### src/rtl/uart_mmio_pkg.sv
// Shared constants and FSM state types for the memory-mapped UART port.
package uart_mmio_pkg;

    localparam logic [1:0] ADDR_DATA   = 2'd0;
    localparam logic [1:0] ADDR_STATUS = 2'd1;
    localparam logic [1:0] ADDR_CTRL   = 2'd2;
    localparam logic [1:0] ADDR_ID     = 2'd3;

    localparam int unsigned ST_RX_EMPTY   = 0;
    localparam int unsigned ST_TX_FULL    = 1;
    localparam int unsigned ST_RX_OVERRUN = 2;
    localparam int unsigned ST_PARITY_ERR = 3;
    localparam int unsigned ST_TX_BUSY    = 4;

    localparam int unsigned CTRL_RXIE     = 0;
    localparam int unsigned CTRL_LOOPBACK = 1;

    localparam logic [6:0] UART_ID = 7'h52;

    typedef enum logic [2:0] {
        TX_IDLE,
        TX_START,
        TX_DATA,
        TX_PARITY,
        TX_STOP
    } txState_t;

    typedef enum logic [2:0] {
        RX_IDLE,
        RX_START,
        RX_DATA,
        RX_PARITY,
        RX_STOP
    } rxState_t;

    // Clocks per 16x oversample tick; never below one so the tick still fires.
    function automatic int unsigned baudDiv(input int unsigned clkFreq, input int unsigned baud);
        int unsigned d;
        d = clkFreq / (baud * 16);
        return (d == 0) ? 1 : d;
    endfunction

endpackage

### src/rtl/uart_mmio_port_sync_fifo.sv
// Synchronous FIFO used for both UART directions; a push into a full FIFO
// is accepted only when a pop happens in the same cycle.
module sync_fifo #(
    parameter int unsigned WIDTH = 8,
    parameter int unsigned DEPTH = 16
) (
    input  logic             clk,
    input  logic             rst,
    input  logic             push,
    input  logic             pop,
    input  logic [WIDTH-1:0] din,
    output logic             full,
    output logic             empty,
    output logic [WIDTH-1:0] head
);

    localparam int unsigned AW = $clog2(DEPTH);

    logic [WIDTH-1:0] mem [DEPTH];
    logic [AW:0]      wrPtr;
    logic [AW:0]      rdPtr;
    logic             doPush;
    logic             doPop;

    assign empty  = (wrPtr == rdPtr);
    assign full   = (wrPtr[AW] != rdPtr[AW]) && (wrPtr[AW-1:0] == rdPtr[AW-1:0]);
    assign doPop  = pop && !empty;
    assign doPush = push && (!full || doPop);
    assign head   = mem[rdPtr[AW-1:0]];

    always_ff @(posedge clk) begin
        if (!rst) begin
            wrPtr <= '0;
            rdPtr <= '0;
        end else begin
            if (doPush) wrPtr <= wrPtr + (AW+1)'(1);
            if (doPop)  rdPtr <= rdPtr + (AW+1)'(1);
        end
    end

    always_ff @(posedge clk) begin
        if (doPush) mem[wrPtr[AW-1:0]] <= din;
    end

endmodule

### src/rtl/uart_mmio_port.sv
// Memory-mapped UART with TX/RX FIFOs, 16x oversampling and loopback.
// Optional even parity is enabled by defining UART_MMIO_PARITY_EN.
module uart_mmio_port
    import uart_mmio_pkg::*;
#(
    parameter int unsigned CLK_FREQ   = 50000000,
    parameter int unsigned BAUD       = 19200,
    parameter int unsigned DATA_W     = 8,
    parameter int unsigned FIFO_DEPTH = 16
) (
    input  logic              clk,
    input  logic              rst,
    input  logic [1:0]        addr,
    input  logic              wr,
    input  logic              rd,
    input  logic [DATA_W-1:0] wdata,
    output logic [DATA_W-1:0] rdata,
    input  logic              rx,
    output logic              tx,
    output logic              irq
);

    localparam int unsigned DIV   = baudDiv(CLK_FREQ, BAUD);
    localparam int unsigned DIV_W = (DIV > 1) ? $clog2(DIV) : 1;
    localparam int unsigned BIT_W = $clog2(DATA_W);
    localparam logic [BIT_W-1:0] LAST_BIT = BIT_W'(DATA_W - 1);

    logic [DIV_W-1:0] baudCnt;
    logic             tick;

    logic rxie, loopback, rxOverrun, parityErr;
    logic dataWr, ctrlWr, dataRd, statusRd;

    logic              txPush, txPop, txFull, txEmpty;
    logic [DATA_W-1:0] txHead;
    logic              rxPush, rxPop, rxFull, rxEmpty, rxValid;
    logic [DATA_W-1:0] rxHead;
    logic              overrunSet, parErrSet;
    logic [DATA_W-1:0] statusVal, readMux;

    txState_t          txState, txStateN;
    logic [3:0]        txTick, txTickN;
    logic [BIT_W-1:0]  txBit, txBitN;
    logic [DATA_W-1:0] txShift, txShiftN;

    logic              rxSync1, rxSync2, rxPrev, rxFall;
    rxState_t          rxState, rxStateN;
    logic [3:0]        rxTick, rxTickN;
    logic [BIT_W-1:0]  rxBit, rxBitN;
    logic [DATA_W-1:0] rxShift, rxShiftN;
`ifdef UART_MMIO_PARITY_EN
    logic              txPar, txParN;
    logic              rxPar, rxParN;
`endif

    always_ff @(posedge clk) begin
        if (!rst) baudCnt <= '0;
        else if (tick) baudCnt <= '0;
        else baudCnt <= baudCnt + DIV_W'(1);
    end
    assign tick = (baudCnt == DIV_W'(DIV - 1));

    assign dataWr   = wr && (addr == ADDR_DATA);
    assign ctrlWr   = wr && (addr == ADDR_CTRL);
    assign dataRd   = rd && (addr == ADDR_DATA);
    assign statusRd = rd && (addr == ADDR_STATUS);

    assign txPush = dataWr && !txFull;
    assign rxPop  = dataRd && !rxEmpty;
    // A full RX FIFO still takes the character when a DATA read frees a slot.
    assign rxPush     = rxValid && (!rxFull || rxPop);
    assign overrunSet = rxValid && rxFull && !rxPop;
`ifdef UART_MMIO_PARITY_EN
    assign parErrSet  = rxValid && (rxPar != ^rxShift);
`else
    assign parErrSet  = 1'b0;
`endif

    sync_fifo #(.WIDTH(DATA_W), .DEPTH(FIFO_DEPTH)) txFifo (
        .clk(clk), .rst(rst), .push(txPush), .pop(txPop), .din(wdata),
        .full(txFull), .empty(txEmpty), .head(txHead)
    );

    sync_fifo #(.WIDTH(DATA_W), .DEPTH(FIFO_DEPTH)) rxFifo (
        .clk(clk), .rst(rst), .push(rxPush), .pop(rxPop), .din(rxShift),
        .full(rxFull), .empty(rxEmpty), .head(rxHead)
    );

    always_comb begin
        statusVal = '0;
        statusVal[ST_RX_EMPTY]   = rxEmpty;
        statusVal[ST_TX_FULL]    = txFull;
        statusVal[ST_RX_OVERRUN] = rxOverrun;
        statusVal[ST_PARITY_ERR] = parityErr;
        statusVal[ST_TX_BUSY]    = (txState != TX_IDLE) || !txEmpty;
    end

    always_comb begin
        readMux = '0;
        case (addr)
            ADDR_DATA:   readMux = rxEmpty ? '0 : rxHead;
            ADDR_STATUS: readMux = statusVal;
            ADDR_CTRL: begin
                readMux[CTRL_RXIE]     = rxie;
                readMux[CTRL_LOOPBACK] = loopback;
            end
            default:     readMux = DATA_W'(UART_ID);
        endcase
    end

    always_ff @(posedge clk) begin
        if (!rst) begin
            rdata     <= '0;
            rxie      <= 1'b0;
            loopback  <= 1'b0;
            rxOverrun <= 1'b0;
            parityErr <= 1'b0;
        end else begin
            if (rd) rdata <= readMux;
            if (ctrlWr) begin
                rxie     <= wdata[CTRL_RXIE];
                loopback <= wdata[CTRL_LOOPBACK];
            end
            rxOverrun <= (rxOverrun && !statusRd) || overrunSet;
            parityErr <= (parityErr && !statusRd) || parErrSet;
        end
    end

    assign irq = rxie && !rxEmpty;

    always_ff @(posedge clk) begin
        if (!rst) begin
            txState <= TX_IDLE;
            txTick  <= '0;
            txBit   <= '0;
            txShift <= '0;
`ifdef UART_MMIO_PARITY_EN
            txPar   <= 1'b0;
`endif
        end else begin
            txState <= txStateN;
            txTick  <= txTickN;
            txBit   <= txBitN;
            txShift <= txShiftN;
`ifdef UART_MMIO_PARITY_EN
            txPar   <= txParN;
`endif
        end
    end

    always_comb begin
        txStateN = txState;
        txTickN  = txTick;
        txBitN   = txBit;
        txShiftN = txShift;
        txPop    = 1'b0;
`ifdef UART_MMIO_PARITY_EN
        txParN   = txPar;
`endif
        if (txState == TX_IDLE) begin
            if (tick && !txEmpty) begin
                txPop    = 1'b1;
                txShiftN = txHead;
                txTickN  = '0;
                txBitN   = '0;
                txStateN = TX_START;
`ifdef UART_MMIO_PARITY_EN
                txParN   = ^txHead;
`endif
            end
        end else if (tick) begin
            txTickN = txTick + 4'd1;
            if (txTick == 4'd15) begin
                case (txState)
                    TX_START: txStateN = TX_DATA;
                    TX_DATA: begin
                        txShiftN = txShift >> 1;
                        txBitN   = txBit + BIT_W'(1);
                        if (txBit == LAST_BIT) begin
`ifdef UART_MMIO_PARITY_EN
                            txStateN = TX_PARITY;
`else
                            txStateN = TX_STOP;
`endif
                        end
                    end
                    TX_PARITY: txStateN = TX_STOP;
                    default:   txStateN = TX_IDLE;
                endcase
            end
        end
    end

    always_comb begin
        case (txState)
            TX_START:  tx = 1'b0;
            TX_DATA:   tx = txShift[0];
`ifdef UART_MMIO_PARITY_EN
            TX_PARITY: tx = txPar;
`endif
            default:   tx = 1'b1;
        endcase
    end

    // Loopback is muxed ahead of the synchronizer so both paths see identical timing.
    always_ff @(posedge clk) begin
        if (!rst) begin
            rxSync1 <= 1'b1;
            rxSync2 <= 1'b1;
            rxPrev  <= 1'b1;
        end else begin
            rxSync1 <= loopback ? tx : rx;
            rxSync2 <= rxSync1;
            rxPrev  <= rxSync2;
        end
    end
    assign rxFall = rxPrev && !rxSync2;

    always_ff @(posedge clk) begin
        if (!rst) begin
            rxState <= RX_IDLE;
            rxTick  <= '0;
            rxBit   <= '0;
            rxShift <= '0;
`ifdef UART_MMIO_PARITY_EN
            rxPar   <= 1'b0;
`endif
        end else begin
            rxState <= rxStateN;
            rxTick  <= rxTickN;
            rxBit   <= rxBitN;
            rxShift <= rxShiftN;
`ifdef UART_MMIO_PARITY_EN
            rxPar   <= rxParN;
`endif
        end
    end

    // The stop bit is judged mid-bit and the FSM idles immediately, so the
    // next start edge can be caught during the remainder of the stop bit.
    always_comb begin
        rxStateN = rxState;
        rxTickN  = rxTick;
        rxBitN   = rxBit;
        rxShiftN = rxShift;
        rxValid  = 1'b0;
`ifdef UART_MMIO_PARITY_EN
        rxParN   = rxPar;
`endif
        if (rxState == RX_IDLE) begin
            if (rxFall) begin
                rxTickN  = '0;
                rxStateN = RX_START;
            end
        end else if (tick) begin
            rxTickN = rxTick + 4'd1;
            case (rxState)
                RX_START: begin
                    if (rxTick == 4'd7 && rxSync2) begin
                        rxStateN = RX_IDLE;
                    end else if (rxTick == 4'd15) begin
                        rxBitN   = '0;
                        rxStateN = RX_DATA;
                    end
                end
                RX_DATA: begin
                    if (rxTick == 4'd7) rxShiftN = {rxSync2, rxShift[DATA_W-1:1]};
                    if (rxTick == 4'd15) begin
                        rxBitN = rxBit + BIT_W'(1);
                        if (rxBit == LAST_BIT) begin
`ifdef UART_MMIO_PARITY_EN
                            rxStateN = RX_PARITY;
`else
                            rxStateN = RX_STOP;
`endif
                        end
                    end
                end
                RX_PARITY: begin
`ifdef UART_MMIO_PARITY_EN
                    if (rxTick == 4'd7) rxParN = rxSync2;
`endif
                    if (rxTick == 4'd15) rxStateN = RX_STOP;
                end
                default: begin
                    if (rxTick == 4'd7) begin
                        rxValid  = rxSync2;
                        rxStateN = RX_IDLE;
                    end
                end
            endcase
        end
    end

endmodule

### config.mk
export PLATFORM = sky130hd
export DESIGN_NAME = uart_mmio_port
export DESIGN_NICKNAME = d
export VERILOG_FILES = /design/src/rtl/uart_mmio_pkg.sv /design/src/rtl/uart_mmio_port_sync_fifo.sv /design/src/rtl/uart_mmio_port.sv
export SDC_FILE = /design/constraint.sdc
export NUM_CORES = 1
export LEC_CHECK = 0
export ABC_AREA = 1
export BUFFER_PORTS_ARGS = -buffer_cell sky130_fd_sc_hd__clkbuf_2
export CAP_MARGIN = 0
export CORE_AREA = 2 2 196 198
export DETAILED_ROUTE_END_ITERATION = 8
export DIE_AREA = 0 0 198 200
export PLACE_DENSITY_LB_ADDON = 0.05
export SLEW_MARGIN = 20
export SYNTH_ARGS = -nofsm -noshare
export SYNTH_HDL_FRONTEND = slang
export SYNTH_SLANG_ARGS = --single-unit
### constraint.sdc
create_clock -name clk -period 1.92 [get_ports clk]
set_input_delay 0.384 -clock clk [delete_from_list [all_inputs] [get_ports clk]]
set_output_delay 0.384 -clock clk [all_outputs]
set_load 0.01 [all_outputs]
== Yosys cells after proc, flatten, opt, wreduce, memory -nomap -nowiden ==
Memory sizes are Yosys's and may differ from the RTL's. A register that Yosys moved wholly into a read port is not among the register bits.
Index checks and enable logic that the tools add are counted.

* Memories: 2
* Word-level logic and storage cells: 171
* Memory bits (writable): 256
* Bits in registers: 79
* Output and inout port bits: 10

* Add/sub/neg operators: 9
* Multiplexer cells: 55
* Bitwise operators: 2
* Equal/unequal tests: 30
* Reduce and logical (&&, ||, !) cells: 52

{| class="wikitable"
|+ Memories
! name !! depth !! width !! read ports !! clocked after Yosys merged registers in !! write ports !! RTL line !! text
|-
| rxFifo.mem || 16 || 8 || 1 || 1 || 1 || uart_mmio_port_sync_fifo.sv:19 || <nowiki>logic [WIDTH-1:0] mem [DEPTH];</nowiki>
|-
| txFifo.mem || 16 || 8 || 1 || 1 || 1 || uart_mmio_port_sync_fifo.sv:19 ||
|}

{| class="wikitable"
|+ Operators with widths
! kind !! number
|-
| 2-to-1 mux 3 bit || 22
|-
| 2-to-1 mux 8 bit || 6
|-
| 2-to-1 mux 4 bit || 10
|-
| logical AND 1 bit || 21
|-
| adder 5 x 1 -> 5 bit, second input constant || 4
|-
| case mux 3 bit (3 select lines) || 2
|-
| case mux 6 bit (3 select lines) || 1
|-
| == test 3 x 2 -> 1 bit, second input constant || 4
|-
| inequality test 3 bit, second input constant || 4
|-
| AND reduction 4 bit || 3
|-
| 2-to-1 mux 1 bit || 11
|-
| == test 5 bit || 2
|-
| nonzero test 2 bit || 5
|-
| adder 4 x 1 -> 4 bit, second input constant || 2
|-
| adder 8 x 1 -> 8 bit, second input constant || 1
|-
| == test 4 bit || 2
|-
| == test 4 bit, second input constant || 2
|-
| == test 8 bit, second input constant || 1
|-
| inequality test 2 bit, second input constant || 4
|-
| logical NOT 1 bit || 7
|-
| AND reduction 7 bit || 1
|-
| adder 3 x 1 -> 3 bit, second input constant || 2
|-
| == test 3 x 1 -> 1 bit, second input constant || 2
|-
| == test 3 bit, second input constant || 2
|-
| 19 further kinds || 27
|}

== Longest topological paths before layout ==
Gate-level depths: netlist of the first run.

* Depth after elaboration: 10
* Mapped depth: 13
* Gate-level depth less buffers: 13

== Modules after synthesis ==
Synthesis of the first run repeated with hierarchy kept, for this count alone.

* Cell total of the unflattened synthesis: 1371
* Area, all modules: 14511.4 um2

{| class="wikitable"
|+ Modules (own cells, without submodules)
! module !! area an instance (um2) !! times used !! cells an instance
|-
| sync_fifo (rxFifo) || 5845.6 || 1 || 493
|-
| sync_fifo (txFifo) || 5843.1 || 1 || 493
|-
| uart_mmio_port || 2822.7 || 1 || 385
|}

== Least setup slack after synthesis of the first run ==
No wires, ideal clock.

* Path kind: reg-to-reg
* From: reg rxTick[0]
* To: mem rxFifo.mem[4][0], enable pin
* Library setup time: 370 ps
* Slack: -149 ps
* Data required time: 1550 ps
* Cell stages (with the launch flop): 10
* Buffers on the path: 0
* Arrival: 1699 ps
* Clock period less this slack: 2069 ps
* Path through: dfxtp_1 ha_1 nand2_1 nor2_1 nand3_1 nor3_1 nand2_1 inv_2 nand2_1 nor2_1

* Cells in the longest elaborated chain, start to end: 9

{| class="wikitable"
|+ Ends and longest elaborated chain
! what !! RTL line !! text
|-
| from (decl) || uart_mmio_port.sv:48 || <nowiki>logic [3:0] rxTick, rxTickN;</nowiki>
|-
| from (signal assigned) || uart_mmio_port.sv:230 || <nowiki>rxTick <= rxTickN;</nowiki>
|-
| == test 4 x 3 -> 1 bit || uart_mmio_port.sv:286 || <nowiki>if (rxTick == 4'd7) begin</nowiki>
|-
| 2-to-1 mux 1 bit || uart_mmio_port.sv:286 ||
|-
| 2-to-1 mux 1 bit || uart_mmio_port.sv:257 || <nowiki>case (rxState)</nowiki>
|-
| 2-to-1 mux 1 bit || uart_mmio_port.sv:255 || <nowiki>end else if (tick) begin</nowiki>
|-
| 2-to-1 mux 1 bit || uart_mmio_port.sv:250 || <nowiki>if (rxState == RX_IDLE) begin</nowiki>
|-
| logical AND 1 bit || uart_mmio_port.sv:71 || <nowiki>assign rxPush = rxValid && (!rxFull || rxPop);</nowiki>
|-
| logical AND 1 bit || uart_mmio_port_sync_fifo.sv:28 || <nowiki>assign doPush = push && (!full || doPop);</nowiki>
|-
| 2-to-1 mux 1 bit || uart_mmio_port_sync_fifo.sv:42 || <nowiki>if (doPush) mem[wrPtr[AW-1:0]] <= din;</nowiki>
|-
| 2-to-1 mux 1 bit (implied by the code) || uart_mmio_port_sync_fifo.sv:42 ||
|-
| to (decl) || uart_mmio_port_sync_fifo.sv:19 ||
|}

Every way passes these cells.

== Final worst setup path of the first run ==
* From: reg rxFifo.wrPtr[1]
* To: out irq

* Cells in the longest elaborated chain, start to end: 3

{| class="wikitable"
|+ Ends and longest elaborated chain
! what !! RTL line !! text
|-
| from (decl) || uart_mmio_port_sync_fifo.sv:20 || <nowiki>logic [AW:0] wrPtr;</nowiki>
|-
| from (signal assigned) || uart_mmio_port_sync_fifo.sv:36 || <nowiki>if (doPush) wrPtr <= wrPtr + (AW+1)'(1);</nowiki>
|-
| == test 5 bit || uart_mmio_port_sync_fifo.sv:25 || <nowiki>assign empty = (wrPtr == rdPtr);</nowiki>
|-
| logical NOT 1 bit || uart_mmio_port.sv:129 || <nowiki>assign irq = rxie && !rxEmpty;</nowiki>
|-
| logical AND 1 bit || uart_mmio_port.sv:129 ||
|-
| to (decl) || uart_mmio_port.sv:20 || <nowiki>output logic irq</nowiki>
|}

Every way passes these cells.

==> metrics, run 1 <==
status=finished with violations; violated checks=setup timing; Setup crit start kind=flop; placed cell area=0.01652 mm²; Pint=12.73 mW; endpoints failing setup=79; number of global-route vias before repair=10630; Least-Margin Pin Slew=657.7 ps; crit-path leading delay family=flip-flops; clk_lat worst skew=560 ps; Die W=198 µm; Initial Utilization=0.3951; synth top area cells=edfxtp_1 52%, dfxtp_1 12%, nand2_1 8.1%, nor2_1 4.9%, nand3_1 4.3%; Mapped Nets=1527; reg2reg setup slack=-50 ps; Worst Path Arrival=1630 ps; Final ANT Viol Nets=0; core area=0.03740 mm²; Clock Power Share=0.480; final hold viol count=0; Clock Path Buffers=3; Hold WC Path Type=input pin to flop; WL/cell=17.86 µm; CTS Root Cell=clkbuf_16; Flop pwr share=0.497; final-report max-slew violation count=0; gpl congestion=0.8202; Synth area leader=edfxtp_1; worst vdd ir=656.6 µV; gr usage total=0.2047; Worst-path clk slew=60 ps; Final Critical Period=2018 ps; WS Path Type=flop to primary output; met2 routed WL=18.97 mm; cell area after synthesis=0.01478 mm²; Comb pwr share=0.023; I/O pins=25; share of cells above drive strength 1=0.2235; met3 wire len=1.535 mm; wire length of the first global-routing pass=60.86 mm; sw power=3.287 mW; Yosys cell types=44; R2R depth=11; number of CTS-inserted buffers=39; row count=71; WL final=39.25 mm; fillers=3499; Pleak=7.541 nW; Ys Warns=0; DP HPWL=25.81 mm; Die H=200 µm; largest net degree at the start of global routing=44; CP max stage delay=320 ps; Tcrit/Tclk final=1.051; Area growth syn-to-layout=25.16%; worst setup margin=-97.98 ps; grt ovf=0; Synth Area per Inst=9.918 µm²; TritonCTS clock tree=built; clock skew=28.82 ps; commonest cells after routing, fill and taps aside=299 x nand2_1, 256 x edfxtp_1, 162 x nor2_1, 132 x inv_1, 125 x nand3_1; max_cap viols=0; post-synthesis sequential area ratio=0.6380; hold path cells=3; Vias/cell=4.852; DR vias=10660; DR pass1 iterations=5; required time worst endpoint=1540 ps; diode count=0; CP Cell Sequence=xor2_1, nor2_2, nand3_2, buf_6, nand2_2, inv_2, buf_8; Net Sw Frac=0.2053; final net count=1694; antenna violations before repair=0; Crit-path slowest cell=dfxtp_2; post-synth top area share=0.5202; max_slew headroom=0.5611; DRC Markers=0; H-tree depth=2; PortBufs=24; post-route cell area=0.01850 mm²; PD cells=865.8 mW/mm²; die area=0.03960 mm²; number of synthesized register bits=343; Max Fclk=495.5 MHz; RSZ-0062 raised after global routing=true; Cells after Synth=1490; Crit Path Max Fanout=2; clk sinks=343; WP buf/inv=3; dpl cells=2109; Iter 0 DRT Violations=694; Finished Layout Cells=2198; max layer used=met4; crit end category=primary output; Worst path depth=7; commonest non-fill, non-tap cell in the layout=nand2_1; met1 WL=17.82 mm
[power groups by stage]
stage                     logic [mW]  clock network (mW)  registers [mW]
final                          0.367                7.69            7.96
after global routing           0.410                8.16            7.96
after CTS                      0.363                7.90            7.95
after detailed placement       0.349                   0            8.11
after global placement         0.350                   0            8.11
after floorplan                0.142                   0            8.11
[registers in the layout, indices dropped and copies added, names as in the netlist, 3 cells and up, named ones only]
signal and count:
rxFifo.mem 128, txFifo.mem 128, baudCnt 8, rdata 8
rxShift 8, txShift 8, rxFifo.rdPtr 5, rxFifo.wrPtr 5
txFifo.rdPtr 5, txFifo.wrPtr 5, rxTick 4, txTick 4
rxBit 3, rxState 3, txBit 3, txState 3
[worst register-to-register path, delay by kind of cell, from the launching register on]
kind                   cells  cell delay, ps
buffers and inverters      5             490
AND/OR/NAND/NOR            6             870
flip-flops                 1             320
[Yosys cell counts, drive strengths merged]
cell,n
o211a,1
xor2,11
nor2,201
o21bai,1
a21boi,2
nand3,134
a32oi,2
dfxtp,87
nor3b,2
or2,2
clkinv,3
a21oi,54
o22ai,4
nor4,1
nand2,326
inv,154
o21ai,104
nand3b,1
nand2b,2
nand4,8
buf,28
a211oi,1
xnor2,4
and3,2
nor3,18
o211ai,29
edfxtp,256
ha,22
clkbuf,30
[metal layers]
layer / track usage / up-vias
met5: 0 / -
met3: 0.03075 / 59
met2: 0.3525 / 176
li1: - / 5353
met4: 0.06349 / 0
met1: 0.2678 / 5076
[path summary, 6_finish.rpt]
path / startpoint / endpoint
min reg2reg: rxSync1$_SDFF_PN1_ / rxSync2$_SDFF_PN1_
max: rxFifo.wrPtr[1]$_SDFFE_PN0P_ / irq
max reg2reg: baudCnt[4]$_SDFF_PP0_ / rxFifo.mem[7][0]$_DFFE_PP_
min: rx / rxSync1$_SDFF_PN1_
[repair_timing]
action	4_1_cts	5_1_grt
gates resized for setup	79	58
setup endpoints to repair	202	231
setup buffers	14	9
hold buffers	0	0
pin swaps	13	15
[cells by family after synthesis]
family | after synthesis | synth area share
AOI/OAI and AO/OA | 198 | 0.07485
buffers and inverters | 215 | 0.05732
DFF | 343 | 0.6380
and+or+nand+nor | 697 | 0.2023
xor gates and xnor gates | 15 | 0.008890
adders and majority gates | 22 | 0.01863
[layout make-up]
type / count / area, µm² / share of cell area
clock inverters: 27 / 311.5 / 0.01684
inverters: 157 / 601.8 / 0.03254
well taps: 511 / 639.4 / 0.03457
multi-input cells: 932 / 4893 / 0.2646
repair buffers: 184 / 1579 / 0.08537
clock buffers: 44 / 1025 / 0.05540
flip-flops and latches: 343 / 9447 / 0.5107
[per-stage QoR]
stage	worst slack (ps)	hold WS, ps	util	power (mW)	setup TNS (ps)
6_report	-97.98	97.49	0.4946	16.01	-1814
5_1_grt	-173.6	108.1	0.4946	16.52	-12050
4_1_cts	-147.2	77.03	0.4880	16.21	-3427
3_5_place_dp	-360.0	398.5	0.4417	8.460	-56510
3_3_place_gp	-291.9	402.5	0.4417	8.461	-47050
2_1_floorplan	-127.5	392.5	-	8.256	-9746
Note: power is estimated with default switching activity, not from simulation.
==> run 2, diff against run 1 <==
--- a/config.mk
+++ b/config.mk
@@ -11,7 +11,6 @@
 export CORE_AREA = 2 2 196 198
 export DETAILED_ROUTE_END_ITERATION = 8
 export DIE_AREA = 0 0 198 200
-export PLACE_DENSITY_LB_ADDON = 0.05
 export SLEW_MARGIN = 20
 export SYNTH_ARGS = -nofsm -noshare
 export SYNTH_HDL_FRONTEND = slang
==> run 2 against run 1 <==
  * The run still ends with setup timing left
  * Combinational power shrank 7.6%
  * Critical path depth is the same
  * Cell area shrank 3.8%
  * Clock skew grew 1.4 ps
  * Clock power shrank 0.5%
  * Global-route usage shrank 1.8 points
  * Sequential power is essentially flat
  * Die area is the same
  * Sequential share of layout area grew 2.0 points
  * Critical path type unchanged
==> metrics, run 2 (synthesis gave the netlist of run 1 again) <==
share of cells above drive strength 1=0.1850 (was 0.2235); Die H=200 µm (unchanged); post-route cell area=0.01779 mm² (was 0.01850 mm²); total power=15.95 mW (was 16.01 mW); Pleak=7.261 nW (was 7.541 nW); fillers=3454 (was 3499); placed cell area=0.01622 mm² (was 0.01652 mm²); clk sinks=343 (unchanged); Die W=198 µm (unchanged); WL/cell=16.88 µm (was 17.86 µm); Worst-path clk slew=60 ps (about the same); antenna violations before repair=0 (unchanged); status=finished with violations (unchanged); TritonCTS clock tree=built (unchanged); wire length of the first global-routing pass=56.39 mm (was 60.86 mm); RSZ-0062 raised after global routing=true (unchanged); dpl cells=2078 (was 2109); diode count=0 (unchanged); DRC Markers=0 (unchanged); H-tree depth=2 (unchanged); Hold WC Path Type=input pin to flop (unchanged); gpl congestion=0.8772 (was 0.8202); Max Fclk=498.2 MHz (was 495.5 MHz); max_cap viols=0 (unchanged); clock skew=30.22 ps (was 28.82 ps); row count=71 (unchanged); core area=0.03740 mm² (unchanged); Clock Path Buffers=3 (unchanged); grt ovf=0 (unchanged); Vias/cell=4.930 (was 4.852); max_slew headroom=0.6817 (was 0.5611); DR pass1 iterations=7 (was 5); gr usage total=0.1863 (was 0.2047); number of global-route vias before repair=10270 (was 10630); die area=0.03960 mm² (unchanged); worst setup margin=-87.08 ps (was -97.98 ps); I/O pins=25 (unchanged); Iter 0 DRT Violations=895 (was 694); R2R depth=12 (was 11); DR vias=10620 (was 10660); Finished Layout Cells=2154 (was 2198); Initial Utilization=0.3951 (unchanged); DP HPWL=24.51 mm (was 25.81 mm); required time worst endpoint=1540 ps (about the same); hold path cells=3 (unchanged); Crit Path Max Fanout=2 (unchanged); violated checks=setup timing (unchanged); crit end category=primary output (unchanged); Area growth syn-to-layout=20.41% (was 25.16%); Setup TNS=-87.08 ps (was -1814 ps); worst vdd ir=673.5 µV (was 656.6 µV); reg2reg setup slack=30 ps (was -50 ps); commonest cells after routing, fill and taps aside=308 x nand2_1, 256 x edfxtp_1, 174 x nor2_1, 132 x inv_1, 127 x nand3_1 (was 299 x nand2_1, 256 x edfxtp_1, 162 x nor2_1, 132 x inv_1, 125 x nand3_1); Least-Margin Pin Slew=477.4 ps (was 657.7 ps); final-report max-slew violation count=0 (unchanged); Setup crit start kind=flop (unchanged); CTS Root Cell=clkbuf_16 (unchanged); PortBufs=24 (unchanged); Final ANT Viol Nets=0 (unchanged); final net count=1651 (was 1694); clk_lat worst skew=550 ps (was 560 ps); final hold viol count=0 (unchanged); Worst Path Arrival=1620 ps (was 1630 ps); PD cells=896.1 mW/mm² (was 865.8 mW/mm²); Fin Hold WS=96.48 ps (was 97.49 ps); WL final=36.37 mm (was 39.25 mm); Tcrit/Tclk final=1.045 (was 1.051); WS Path Type=flop to primary output (unchanged); Final Critical Period=2007 ps (was 2018 ps); largest net degree at the start of global routing=65 (was 44); post-layout util=0.4758 (was 0.4946); endpoints failing setup=1 (was 79); commonest non-fill, non-tap cell in the layout=nand2_1 (unchanged); number of CTS-inserted buffers=38 (was 39); dpl ws=-272.3 ps (was -360.0 ps)
==> run 2: cell count changes in the layout (fill, tap and decap cells not counted), moves of 3 or more <==
cell | before | now
clkinv_2 | 9 | 6
nand2_1 | 299 | 308
nor2_4 | 24 | 12
nor2_1 | 162 | 174
inv_2 | 18 | 21
buf_6 | 24 | 8
buf_4 | 123 | 105
a21oi_2 | 4 | 0
clkbuf_1 | 2 | 5
inv_4 | 3 | 0
nand2_2 | 17 | 11
buf_12 | 12 | 5
a21oi_1 | 50 | 54
==> run 2: final cells by class <==
type	instances	area, µm²	share of cell area
clock inverters	24	317.8	0.01786
inverters	157	594.3	0.03340
multi-input cells	932	4688	0.2635
clock buffers	45	1008	0.05667
repair buffers	142	1099	0.06174
well taps	511	639.4	0.03593
flip-flops and latches	343	9448	0.5309
==> run 2: power by group <==
group / switching (mW) / internal [mW]
logic: 0.226 / 0.113
clock network: 2.93 / 4.71
registers: 0.0224 / 7.94
total: 3.18 / 12.8
==> run 2: critical path: stages (launching register included) <==
cell and delay [ps]:
dfxtp_2 320, xor2_1 160, nor2_2 160, nand3_2 110
buf_6 140, nand2_4 60, inv_2 30, clkbuf_2 110
==> run 2: per-layer routing <==
metal | GRT usage | wire length (µm)
met1 | 0.2509 | 16540
met2 | 0.3069 | 16840
met3 | 0.02873 | 1759
met4 | 0.06795 | 1225
met5 | 0 | 0
==> run 2: repair_timing <==
| item | 4_1_cts | 5_1_grt |
|---|---|---|
| pin swaps | 9 | 9 |
| setup buffers | 4 | 3 |
| endpoints found under the setup margin | 130 | 197 |
| gates resized for setup | 27 | 36 |
| hold buffers | 0 | 0 |
| endpoints found under the hold margin | 0 | 0 |
==> run 2: worst paths after layout <==
| check | startpoint | to |
|---|---|---|
| hold / removal | rx | rxSync1$_SDFF_PN1_ |
| setup / recovery | rxFifo.wrPtr[0]$_SDFFE_PN0P_ | irq |
| setup reg to reg | rxFifo.wrPtr[0]$_SDFFE_PN0P_ | rxFifo.mem[2][2]$_DFFE_PP_ |
| hold reg to reg | rxSync1$_SDFF_PN1_ | rxSync2$_SDFF_PN1_ |
==> run 3, diff against run 2 <==
--- a/config.mk
+++ b/config.mk
@@ -8,9 +8,12 @@
 export ABC_AREA = 1
 export BUFFER_PORTS_ARGS = -buffer_cell sky130_fd_sc_hd__clkbuf_2
 export CAP_MARGIN = 0
-export CORE_AREA = 2 2 196 198
+export CELL_PAD_IN_SITES_DETAIL_PLACEMENT = 1
+export CELL_PAD_IN_SITES_GLOBAL_PLACEMENT = 2
+export CORE_AREA = 2 2 203 205
 export DETAILED_ROUTE_END_ITERATION = 8
-export DIE_AREA = 0 0 198 200
+export DIE_AREA = 0 0 205 207
+export PLACE_DENSITY_LB_ADDON = 0.1
 export SLEW_MARGIN = 20
 export SYNTH_ARGS = -nofsm -noshare
 export SYNTH_HDL_FRONTEND = slang
==> constraint.sdc (replaced) <==
create_clock -name clk -period 1.92 [get_ports clk]
set_input_delay 0 -clock clk [delete_from_list [all_inputs] [get_ports clk]]
set_output_delay 0 -clock clk [all_outputs]
set_load 0.01 [all_outputs]
==> run 3 against run 2 <==
  * The run now ends clean
  * Clock skew decreased by 2.6 ps
  * Via count increased by 2.2%
  * Global-route usage increased by 1.7 points
  * Cell count increased by 3.7%
  * Clock power decreased by 3.4%
  * Sequential share of layout area decreased by 1.9 points
  * Sequential power about the same
  * Non-clock buffer count increased by 55
  * Flip-flop and latch count unchanged
  * Die area increased by 7.2%
  * Largest cell class unchanged
==> metrics, run 3 (synthesis gave the netlist of run 1 again) <==
grt ovf=0 (unchanged); fillers=4511 (was 3454); final hold viol count=0 (unchanged); WS Path Type=flop to flop (was flop to primary output); clk sinks=343 (unchanged); DP HPWL=29.47 mm (was 24.51 mm); TritonCTS clock tree=built (unchanged); Setup crit start kind=flop (unchanged); Setup TNS=0 ps (was -87.08 ps); Max Fclk=528.2 MHz (was 498.2 MHz); PortBufs=24 (unchanged); Pleak=7.512 nW (was 7.261 nW); number of CTS-inserted buffers=40 (was 38); antenna violations before repair=0 (unchanged); share of cells above drive strength 1=0.2109 (was 0.1850); most used cell, CP=nor2_4; endpoints failing setup=0 (was 1); row count=74 (was 71); die area=0.04244 mm² (was 0.03960 mm²); post-layout util=0.4572 (was 0.4758); Die H=207 µm (was 200 µm); max_cap viols=0 (unchanged); commonest cells after routing, fill and taps aside=302 x nand2_1, 256 x edfxtp_1, 168 x nor2_1, 133 x inv_1, 129 x buf_4 (was 308 x nand2_1, 256 x edfxtp_1, 174 x nor2_1, 132 x inv_1, 127 x nand3_1); final net count=1708 (was 1651); number of global-route vias before repair=11330 (was 10270); Hold WC Path Type=input pin to flop (unchanged); DRC Markers=0 (unchanged); CP max stage delay=350 ps (was 320 ps); largest net degree at the start of global routing=37 (was 65); core area=0.04037 mm² (was 0.03740 mm²); Die W=205 µm (was 198 µm); Iter 0 DRT Violations=417 (was 895); crit end category=flop (was primary output); clk_lat worst skew=560 ps (was 550 ps); DR pass1 iterations=4 (was 7); commonest non-fill, non-tap cell in the layout=nand2_1 (unchanged); Tcrit/Tclk final=0.9861 (was 1.045); Initial Utilization=0.3661 (was 0.3951); Area growth syn-to-layout=24.90% (was 20.41%); Crit-path slowest cell=dfxtp_2 (unchanged); PD cells=852.3 mW/mm² (was 896.1 mW/mm²); DR vias=10860 (was 10620); I/O pins=25 (unchanged); Worst Path Arrival=2120 ps (was 1620 ps); wire length of the first global-routing pass=65.35 mm (was 56.39 mm); WL/cell=19.01 µm (was 16.88 µm); Crit Path Max Fanout=8 (was 2); total power=15.73 mW (was 15.95 mW); final-report max-slew violation count=0 (unchanged); WL final=42.48 mm (was 36.37 mm); Final Critical Period=1893 ps (was 2007 ps); area of the multi-input gates=0.004807 mm² (was 0.004688 mm²); gr usage total=0.2037 (was 0.1863); clock skew=27.65 ps (was 30.22 ps); Clock Path Buffers=3 (unchanged); required time worst endpoint=2150 ps (was 1540 ps); gpl congestion=0.8107 (was 0.8772); Worst-path clk slew=60 ps (about the same); max_slew headroom=0.6352 (was 0.6817); Finished Layout Cells=2234 (was 2154); CP Cell Sequence=ha_4, nand2_4, nor2_4, nand3_2, nor3_2, nand2_2, clkinv_4, buf_12, nand2_8, nor2_4 (was xor2_1, nor2_2, nand3_2, buf_6, nand2_4, inv_2, clkbuf_2); Least-Margin Pin Slew=546.6 ps (was 477.4 ps); FF+latch area=0.009447 mm² (was 0.009448 mm²); diode count=0 (unchanged); WP buf/inv=2 (was 3); status=finished, final reports clean (was finished with violations); worst vdd ir=811.1 µV (was 673.5 µV); CTS Root Cell=clkbuf_16 (unchanged); RSZ-0062 raised after global routing=true (unchanged); Vias/cell=4.859 (was 4.930); Final ANT Viol Nets=0 (unchanged); H-tree depth=2 (unchanged); dpl cells=2135 (was 2078); Fin Hold WS=40.48 ps (was 96.48 ps); crit-path leading delay family=simple AND/OR/NAND/NOR gates (unchanged)
[run 3: cell types whose count changed in the layout (fill, tap and decap cells not counted), sizes merged]
cell and change:
buf +42, bufinv -5, clkbuf +12, clkinv -4
dlygate4sd3 +13, inv +1
[run 3: area by class of cell]
type                            count  share of cell area
Sequential cell                   343              0.5118
Multi-Input combinational cell    932              0.2604
Timing Repair Buffer              197             0.08989
Clock buffer                       57             0.06108
Tap cell                          532             0.03606
Inverter                          157             0.03288
Clock inverter                     16            0.007863
[run 3: timing repair]
action                                  4_1_cts  5_1_grt
endpoints found under the setup margin      196      234
buffers inserted                              6        9
endpoints found under the hold margin       132        0
pin swaps                                    11       22
gates resized for setup                      42       70
hold buffers                                 13        0
[run 3: final timing paths]
check	endpoint	cells after the start	from	slack [ps]
min reg2reg	parityErr$_SDFF_PN0_	2	parityErr$_SDFF_PN0_	450
max reg2reg	rxFifo.mem[4][5]$_DFFE_PP_	10	rxTick[1]$_SDFFE_PN0P_	30
min	txFifo.mem[0][0]$_DFFE_PP_	1	wdata[0]	40
max	rxFifo.mem[4][5]$_DFFE_PP_	10	rxTick[1]$_SDFFE_PN0P_	30
[run 3: per-layer routing]
metal / GRT usage / part of all wire
met5: 0 / 0
met4: 0.06252 / 0.029
met3: 0.03210 / 0.027
met2: 0.3945 / 0.55
met1: 0.2242 / 0.39
[run 3: power by group]
| part | internal, mW | total (mW) | switching [mW] |
|---|---|---|---|
| logic | 0.146 | 0.389 | 0.243 |
| clock network | 4.37 | 7.39 | 3.02 |
| registers | 7.94 | 7.96 | 0.0170 |
[run 3: through the flow]
step           setup WS (ps)  cell area (µm²)
6_report               26.78            18460
5_1_grt               -88.07            18460
4_1_cts               -4.122            18150
3_5_place_dp          -273.6            16540
3_3_place_gp          -201.0            16540
2_1_floorplan         -127.5            14820
